[config.mk]
export PLATFORM = sky130hd
export DESIGN_NAME = comparator_sweep_driver
export DESIGN_NICKNAME = d
export VERILOG_FILES = /design/src/rtl/comparator_pkg.sv /design/src/rtl/sweep_index_gen.sv /design/src/rtl/comparator_sweep_driver.sv
export SDC_FILE = /design/constraint.sdc
export NUM_CORES = 1
export LEC_CHECK = 0
export ABC_AREA = 1
export CORE_ASPECT_RATIO = 1.25
export CORE_MARGIN = 10
export CORE_UTILIZATION = 30
export CTS_BUF_LIST = sky130_fd_sc_hd__clkbuf_2 sky130_fd_sc_hd__clkbuf_4 sky130_fd_sc_hd__clkbuf_8
export CTS_CLUSTER_DIAMETER = 40
export CTS_CLUSTER_SIZE = 14
export DETAILED_ROUTE_END_ITERATION = 8
export PLACE_DENSITY = 0.64
export SLEW_MARGIN = 10
export SYNTH_ARGS = -nofsm -noshare
export SYNTH_HDL_FRONTEND = slang
export SYNTH_SLANG_ARGS = --single-unit
[constraint.sdc]
create_clock -name clk -period 1.3 [get_ports clk]
set_input_delay 0.39 -clock clk [delete_from_list [all_inputs] [get_ports clk]]
set_output_delay 0.39 -clock clk [all_outputs]
set_load 0.01 [all_outputs]
[src/rtl/comparator_pkg.sv]
// Shared definitions for the comparator sweep driver and anything that checks
// the 2-bit (or WIDTH-bit) equality comparator.
//   state_t    : sweep FSM states
//   MAX_WIDTH  : widest operand golden_eq accepts (callers zero-extend)
//   num_pairs  : number of (A,B) operand pairs for a given operand width
//   golden_eq  : reference result of the comparator (S=1 iff A==B)
package comparator_pkg;

  typedef enum logic [1:0] {
    IDLE   = 2'd0,
    DRIVE  = 2'd1,
    SAMPLE = 2'd2,
    DONE   = 2'd3
  } state_t;

  localparam int MAX_WIDTH = 16;

  // 4**width, written as a shift so it stays an integer constant function.
  function automatic int num_pairs(input int width);
    return 1 << (2 * width);
  endfunction

  function automatic logic golden_eq(input logic [MAX_WIDTH-1:0] a,
                                     input logic [MAX_WIDTH-1:0] b);
    return a == b;
  endfunction

endpackage

[src/rtl/sweep_index_gen.sv]
// Operand-pair index and settle counter for the sweep.
//   clear       : index and settle counter back to 0 (start of a sweep)
//   tick        : advance the settle counter (pair is being held)
//   step        : advance to the next pair and restart the settle counter
//   index       : {A,B} operand pair currently driven
//   settle_done : settle counter has reached SETTLE-1 (pair held long enough)
//   last        : index is the final pair (all ones)
// Priority is clear > step > tick; the FSM never asserts two at once.
module sweep_index_gen
  import comparator_pkg::*;
#(
  parameter int WIDTH  = 2,
  parameter int SETTLE = 1
) (
  input  logic               clk,
  input  logic               rst_n,
  input  logic               clear,
  input  logic               tick,
  input  logic               step,
  output logic [2*WIDTH-1:0] index,
  output logic               settle_done,
  output logic               last
);

  localparam int IW        = 2 * WIDTH;
  localparam int SW        = (SETTLE > 1) ? $clog2(SETTLE) : 1;
  localparam int NUM_PAIRS = num_pairs(WIDTH);

  logic [SW-1:0] settle;

  always_ff @(posedge clk or negedge rst_n) begin
    if (!rst_n) begin
      index  <= '0;
      settle <= '0;
    end else if (clear) begin
      index  <= '0;
      settle <= '0;
    end else if (step) begin
      index  <= index + IW'(1);
      settle <= '0;
    end else if (tick) begin
      settle <= settle + SW'(1);
    end
  end

  assign settle_done = (settle == SW'(SETTLE - 1));
  assign last        = (index == IW'(NUM_PAIRS - 1));

endmodule

[src/rtl/comparator_sweep_driver.sv]
// Self-checking stimulus driver for the equality comparator. On start it
// walks every (A,B) pair, holds each for SETTLE cycles, samples s_in on the
// following cycle and compares it with the golden equality result.
//   clk, rst_n        : clock (rising edge), async active-low reset
//   start             : begin a sweep; acted on only in IDLE or DONE
//   s_in              : comparator output under test
//   a_out, b_out      : operands driven to the comparator (registered)
//   busy              : sweep in progress (DRIVE or SAMPLE)
//   done              : sweep finished, held until next start or reset
//   pass              : done with zero mismatches
//   err_count         : number of mismatching pairs
//   err_valid         : at least one mismatch captured
//   first_err_a/b     : operands of the first mismatching pair
//   state_dbg         : current FSM state
// start is a level sampled on the clock: it is accepted on any edge where the
// FSM is in IDLE or DONE and ignored while busy; there is no ready/ack.
module comparator_sweep_driver
  import comparator_pkg::*;
#(
  parameter int WIDTH  = 2,
  parameter int SETTLE = 1
) (
  input  logic               clk,
  input  logic               rst_n,
  input  logic               start,
  input  logic               s_in,
  output logic [WIDTH-1:0]   a_out,
  output logic [WIDTH-1:0]   b_out,
  output logic               busy,
  output logic               done,
  output logic               pass,
  output logic [2*WIDTH:0]   err_count,
  output logic               err_valid,
  output logic [WIDTH-1:0]   first_err_a,
  output logic [WIDTH-1:0]   first_err_b,
  output logic [1:0]         state_dbg
);

  localparam int IW = 2 * WIDTH;
  localparam int EW = 2 * WIDTH + 1;

  state_t          state, state_nxt;
  logic            clear, tick, step;
  logic [IW-1:0]   index;
  logic            settle_done, last;
  logic            expected, mismatch;

  sweep_index_gen #(
    .WIDTH  (WIDTH),
    .SETTLE (SETTLE)
  ) u_index (
    .clk         (clk),
    .rst_n       (rst_n),
    .clear       (clear),
    .tick        (tick),
    .step        (step),
    .index       (index),
    .settle_done (settle_done),
    .last        (last)
  );

  always_ff @(posedge clk or negedge rst_n) begin
    if (!rst_n) state <= IDLE;
    else        state <= state_nxt;
  end

  always_comb begin
    state_nxt = state;
    clear     = 1'b0;
    tick      = 1'b0;
    step      = 1'b0;
    case (state)
      IDLE, DONE: begin
        if (start) begin
          clear     = 1'b1;
          state_nxt = DRIVE;
        end
      end
      DRIVE: begin
        if (settle_done) state_nxt = SAMPLE;
        else             tick      = 1'b1;
      end
      SAMPLE: begin
        if (last) begin
          state_nxt = DONE;
        end else begin
          step      = 1'b1;
          state_nxt = DRIVE;
        end
      end
      default: state_nxt = IDLE;
    endcase
  end

  assign a_out = index[IW-1:WIDTH];
  assign b_out = index[WIDTH-1:0];

  assign expected = golden_eq(MAX_WIDTH'(a_out), MAX_WIDTH'(b_out));
  // s_in is only meaningful in SAMPLE; everywhere else it is ignored.
  assign mismatch = (state == SAMPLE) && (s_in != expected);

  // Results are cleared on the same edge that accepts start, so a restart
  // from DONE never shows stale results once busy rises.
  always_ff @(posedge clk or negedge rst_n) begin
    if (!rst_n) begin
      err_count   <= '0;
      err_valid   <= 1'b0;
      first_err_a <= '0;
      first_err_b <= '0;
    end else if (clear) begin
      err_count   <= '0;
      err_valid   <= 1'b0;
      first_err_a <= '0;
      first_err_b <= '0;
    end else if (mismatch) begin
      // Width 2W+1 holds 4**W, so every pair failing cannot wrap.
      err_count <= err_count + EW'(1);
      if (!err_valid) begin
        err_valid   <= 1'b1;
        first_err_a <= a_out;
        first_err_b <= b_out;
      end
    end
  end

  assign busy      = (state == DRIVE) || (state == SAMPLE);
  assign done      = (state == DONE);
  assign pass      = done && (err_count == '0);
  assign state_dbg = state;

endmodule

==> flow_results.org <==
** Finish
- Cells fill 67.0% of the core in the end.
- The filler cells instantiated in the layout total 223.
- The library cell used most frequently in the layout, excluding fill and tap cells, is sky130_fd_sc_hd__buf_6.
- At the end of the flow, the number of nets in the layout was 210.
- Multi-input gate area in the final layout :: 741 sq um
- Area Growth Syn to Fin :: 111%
- Post-layout instance area :: 0.00201 sq mm
- The library cells used most frequently in the layout, excluding fill and tap cells, are 34 x sky130_fd_sc_hd__buf_6, 29 x sky130_fd_sc_hd__buf_4, 15 x sky130_fd_sc_hd__nand2_2, 15 x sky130_fd_sc_hd__nand2_1, 15 x sky130_fd_sc_hd__dfrtp_1.
- Across the whole layout, storage elements account for 428 sq um.
- Final Non-Filler Cells :: 235
- The repair_antennas step left the layout with diodes totalling 0.
- Share of post-route cells with drive strength above 1 :: 70.9%

** Power and ir drop
- Cell internal pwr :: 2.65 mW
- Dividing total power by cell area gives a power density of 2330 mW/mm^2.
- Of the total power, combinational logic draws 74.8%.
- IR analysis of the VDD net gives a maximum drop of 1700 uV.
- Sequential Power Share :: 18.0%
- Overall power consumption after layout is estimated at 4.68 mW.
- Switching power of the nets :: 2.02 mW
- Fraction of power consumed by the clock network :: 7.2%
- Net Sw Frac :: 43.3%
- Leakage component of the power :: 0.997 nW

** Floorplanning
- Die W :: 70.4 microns
- Floorplan Core Area :: 0.00300 sq mm
- The die covers 0.00584 sq mm.
- Once the floorplan was initialized, standard cells occupied 31.7% of the core.
- In this run the core area contains 22 standard-cell rows.
- Die H :: 82.9 microns
- Boundary pin count :: 23

** CTS
- Number of H-tree levels :: 1
- Buffers inserted during clock tree synthesis total 3.
- Clock Root Buffer :: sky130_fd_sc_hd__clkbuf_4
- The later pin in the worst-skew pair is clocked with a latency of 310 ps.
- Clock-pin slew was measured on the worst setup and hold paths at 110 ps.
- TritonCTS clock tree :: built
- Clock tree synthesis found a total of 17 sinks.
- Maximum root-to-sink buffer count :: 2
- In this run, post-CTS hold repair placed 0 buffers.

** Setup path
- Endpoint arrival time on the critical path :: 1320 ps
- The most critical setup path has its startpoint at state_dbg[0]$_DFFE_PN0P_.
- Measured in cells, the most critical reg-to-reg path has a length of 9.
- STA classifies the critical path startpoint as a flip-flop.
- Data required time of the critical path :: 910 ps
- Kind of end point of the critical path :: output pin
- Critical path class :: flip-flop to output pin
- Worst reg2reg startpoint :: state_dbg[0]$_DFFE_PN0P_
- Of all nets on the critical path, the largest fanout is 2.

** Route
- After detailed routing, the average wire length per cell comes to 14.6 microns.
- Routed wl met2 :: 1.96 mm
- For this block, the routed nets add up to 3.44 mm of wire.
- After detailed routing, the wire length on met1 is 1.31 mm.
- Number of DRC violations after detailed-routing iteration 0 :: 33
- The pre-antenna-repair detailed-routing pass consisted of 4 iterations.
- After detailed routing, the number of vias per cell comes to 4.83.
- Met3 WL post-DR :: 104 microns
- In the routed design, unresolved DRC markers number 0.
- The routed layout has 1136 vias.
- Highest routed layer :: met4
- The detail route stage leaves a number of antenna-violating nets equal to 0.

** Timing
- The hold violation count in the final report is 0.
- After layout, the worst path uses 131% of the clock period.
- Fin Clk Skew :: 6.83 ps
- Fin. max-slew vios :: 0
- Setup total negative slack on the finished layout was measured at -3950 ps.
- For the pin with the worst max-slew slack, the measured transition is 300 ps.
- In this run the tightest slew margin relative to its limit is 80.0%.
- Setup slack on the critical path of the routed design comes to -409 ps.
- Unrepaired setup endpoints after global routing :: yes
- Post-layout minimum cycle time :: 1710 ps
- Fmax :: 585 MHz
- Count of final setup violators :: 29

** Yosys
- After synthesis the netlist holds a flip-flop and latch count of 17.
- Averaged over all synthesized cells, the footprint is 7.79 sq um.
- Counting distinct cell types in the post-synthesis netlist gives 19.
- Summing every instance area after synthesis gives 951 sq um.
- Summed over its instances, the top area cell type makes up 44.7% of the synthesized netlist area.
- Synthesis produced 122 cells.
- When the netlist entered floorplanning its net count stood at 132.
- Yosys warns :: 0
- In the post-synthesis netlist, the biggest area contributors are sky130_fd_sc_hd__dfrtp_1 45%, sky130_fd_sc_hd__nand2_1 14%, sky130_fd_sc_hd__nand3_1 9.5%.
- Most area-hungry cell type in the Yosys netlist :: sky130_fd_sc_hd__dfrtp_1
- Fraction of the yosys area taken by sequential cells :: 44.7%

** Placement
- Detailed placer's ending HPWL :: 1.94 mm
- At the end of routability-driven placement, the weighted congestion stood at 0.767.
- Placed Cells :: 204
- After detailed placement, the total cell area comes to 0.00142 sq mm.
- Input/output buffers :: 22

** Global route
- Total overflow reported by the global router :: 0
- The first global-routing pass estimated 5.05 mm of wire.
- Maximum number of pins on one net before global-route repair :: 18
- The number of antenna violations at the first check in global routing was 0.
- Gr usage total :: 10.0%
- Vias in the first global route :: 1116

** Min path
- The path class of the tightest hold or removal check is input pin to asynchronous set/reset pin.

** Flow run
- Maxcap violations :: 0

** Status
- The checks that failed: setup timing.
- The run finished, with violations left.
==> logic make-up after synthesis <==
kind of cell / synth area share [%]
xor+xnor: 1.84
fa+ha+maj: 7.89
buf+inv: 8.68
flops: 44.7
compound gates: 6.18
simple gates: 30.7
==> state kept, by name, summed over array words and instances (netlist names) <==
register / cells
err_count: 5
u_index.index: 4
err_valid: 1
first_err_a: 2
first_err_b: 2
state_dbg: 2
u_index.settle: 1
==> worst max-delay path: stages, from the launching register on <==
cell	delay, ps
sky130_fd_sc_hd__dfrtp_1	400
sky130_fd_sc_hd__buf_6	130
sky130_fd_sc_hd__ha_4	130
sky130_fd_sc_hd__nand2_2	60
sky130_fd_sc_hd__nor4_4	120
sky130_fd_sc_hd__buf_2	170
==> cells in the mapped netlist <==
cell,number
sky130_fd_sc_hd__a21oi_1,4
sky130_fd_sc_hd__buf_6,1
sky130_fd_sc_hd__clkbuf_4,1
sky130_fd_sc_hd__dfrtp_1,17
sky130_fd_sc_hd__ha_1,6
sky130_fd_sc_hd__inv_1,16
sky130_fd_sc_hd__inv_2,1
sky130_fd_sc_hd__nand2_1,35
sky130_fd_sc_hd__nand2_2,1
sky130_fd_sc_hd__nand3_1,18
sky130_fd_sc_hd__nand3_2,1
sky130_fd_sc_hd__nand4_1,1
sky130_fd_sc_hd__nor2_1,8
sky130_fd_sc_hd__nor3_1,1
sky130_fd_sc_hd__nor4_1,1
sky130_fd_sc_hd__o21ai_0,6
sky130_fd_sc_hd__o21ai_2,1
sky130_fd_sc_hd__or2_2,1
sky130_fd_sc_hd__xor2_1,2
==> power groups by stage <==
stage | registers [mW] | logic (mW) | clock network (mW)
after floorplan | 0.964 | 0.845 | 0
after global placement | 0.839 | 1.95 | 0
after detailed placement | 0.856 | 1.99 | 0
after CTS | 0.829 | 2.73 | 0.322
after global routing | 0.859 | 3.77 | 0.357
final | 0.840 | 3.50 | 0.337
==> repair_timing <==
action	in CTS	in global routing
buffers inserted	18	15
gates resized for setup	140	64
endpoints found under the setup margin	36	31
gates cloned	1	0
pin swaps	15	23
==> final timing paths <==
path	end	slack, ps
worst max-delay path	pass	-410
worst min register to register	first_err_a[1]$_DFFE_PN0P_	520
worst min-delay path	first_err_b[0]$_DFFE_PN0P_	390
worst max register to register	err_count[3]$_DFFE_PN0P_	-170
max in group asynchronous	state_dbg[1]$_DFFE_PN0P_	690
min in group clk	first_err_a[1]$_DFFE_PN0P_	520
==> metal layers <==
metal  global-route usage [%]  vias to the layer above
met5                        0                        -
met4                     2.87                        0
met3                     2.38                        6
met2                     18.0                       20
met1                     11.1                      565
li1                         -                      545
==> through the flow <==
stage	hold slack, ps	setup WS [ps]
2_1_floorplan	94.4	-16.4
3_5_place_dp	503	-460
5_1_grt	404	-471
6_report	387	-409
3_3_place_gp	494	-446
4_1_cts	410	-379
==> area by class of cell <==
cell class | instances | area share [%]
multi-input cells | 87 | 36.8
repair buffers | 74 | 33.9
flip-flops and latches | 17 | 21.3
inverters | 17 | 4.29
well taps | 36 | 2.24
clock buffers | 4 | 1.49
No activity file was read; power rests on OpenSTA's default activity.
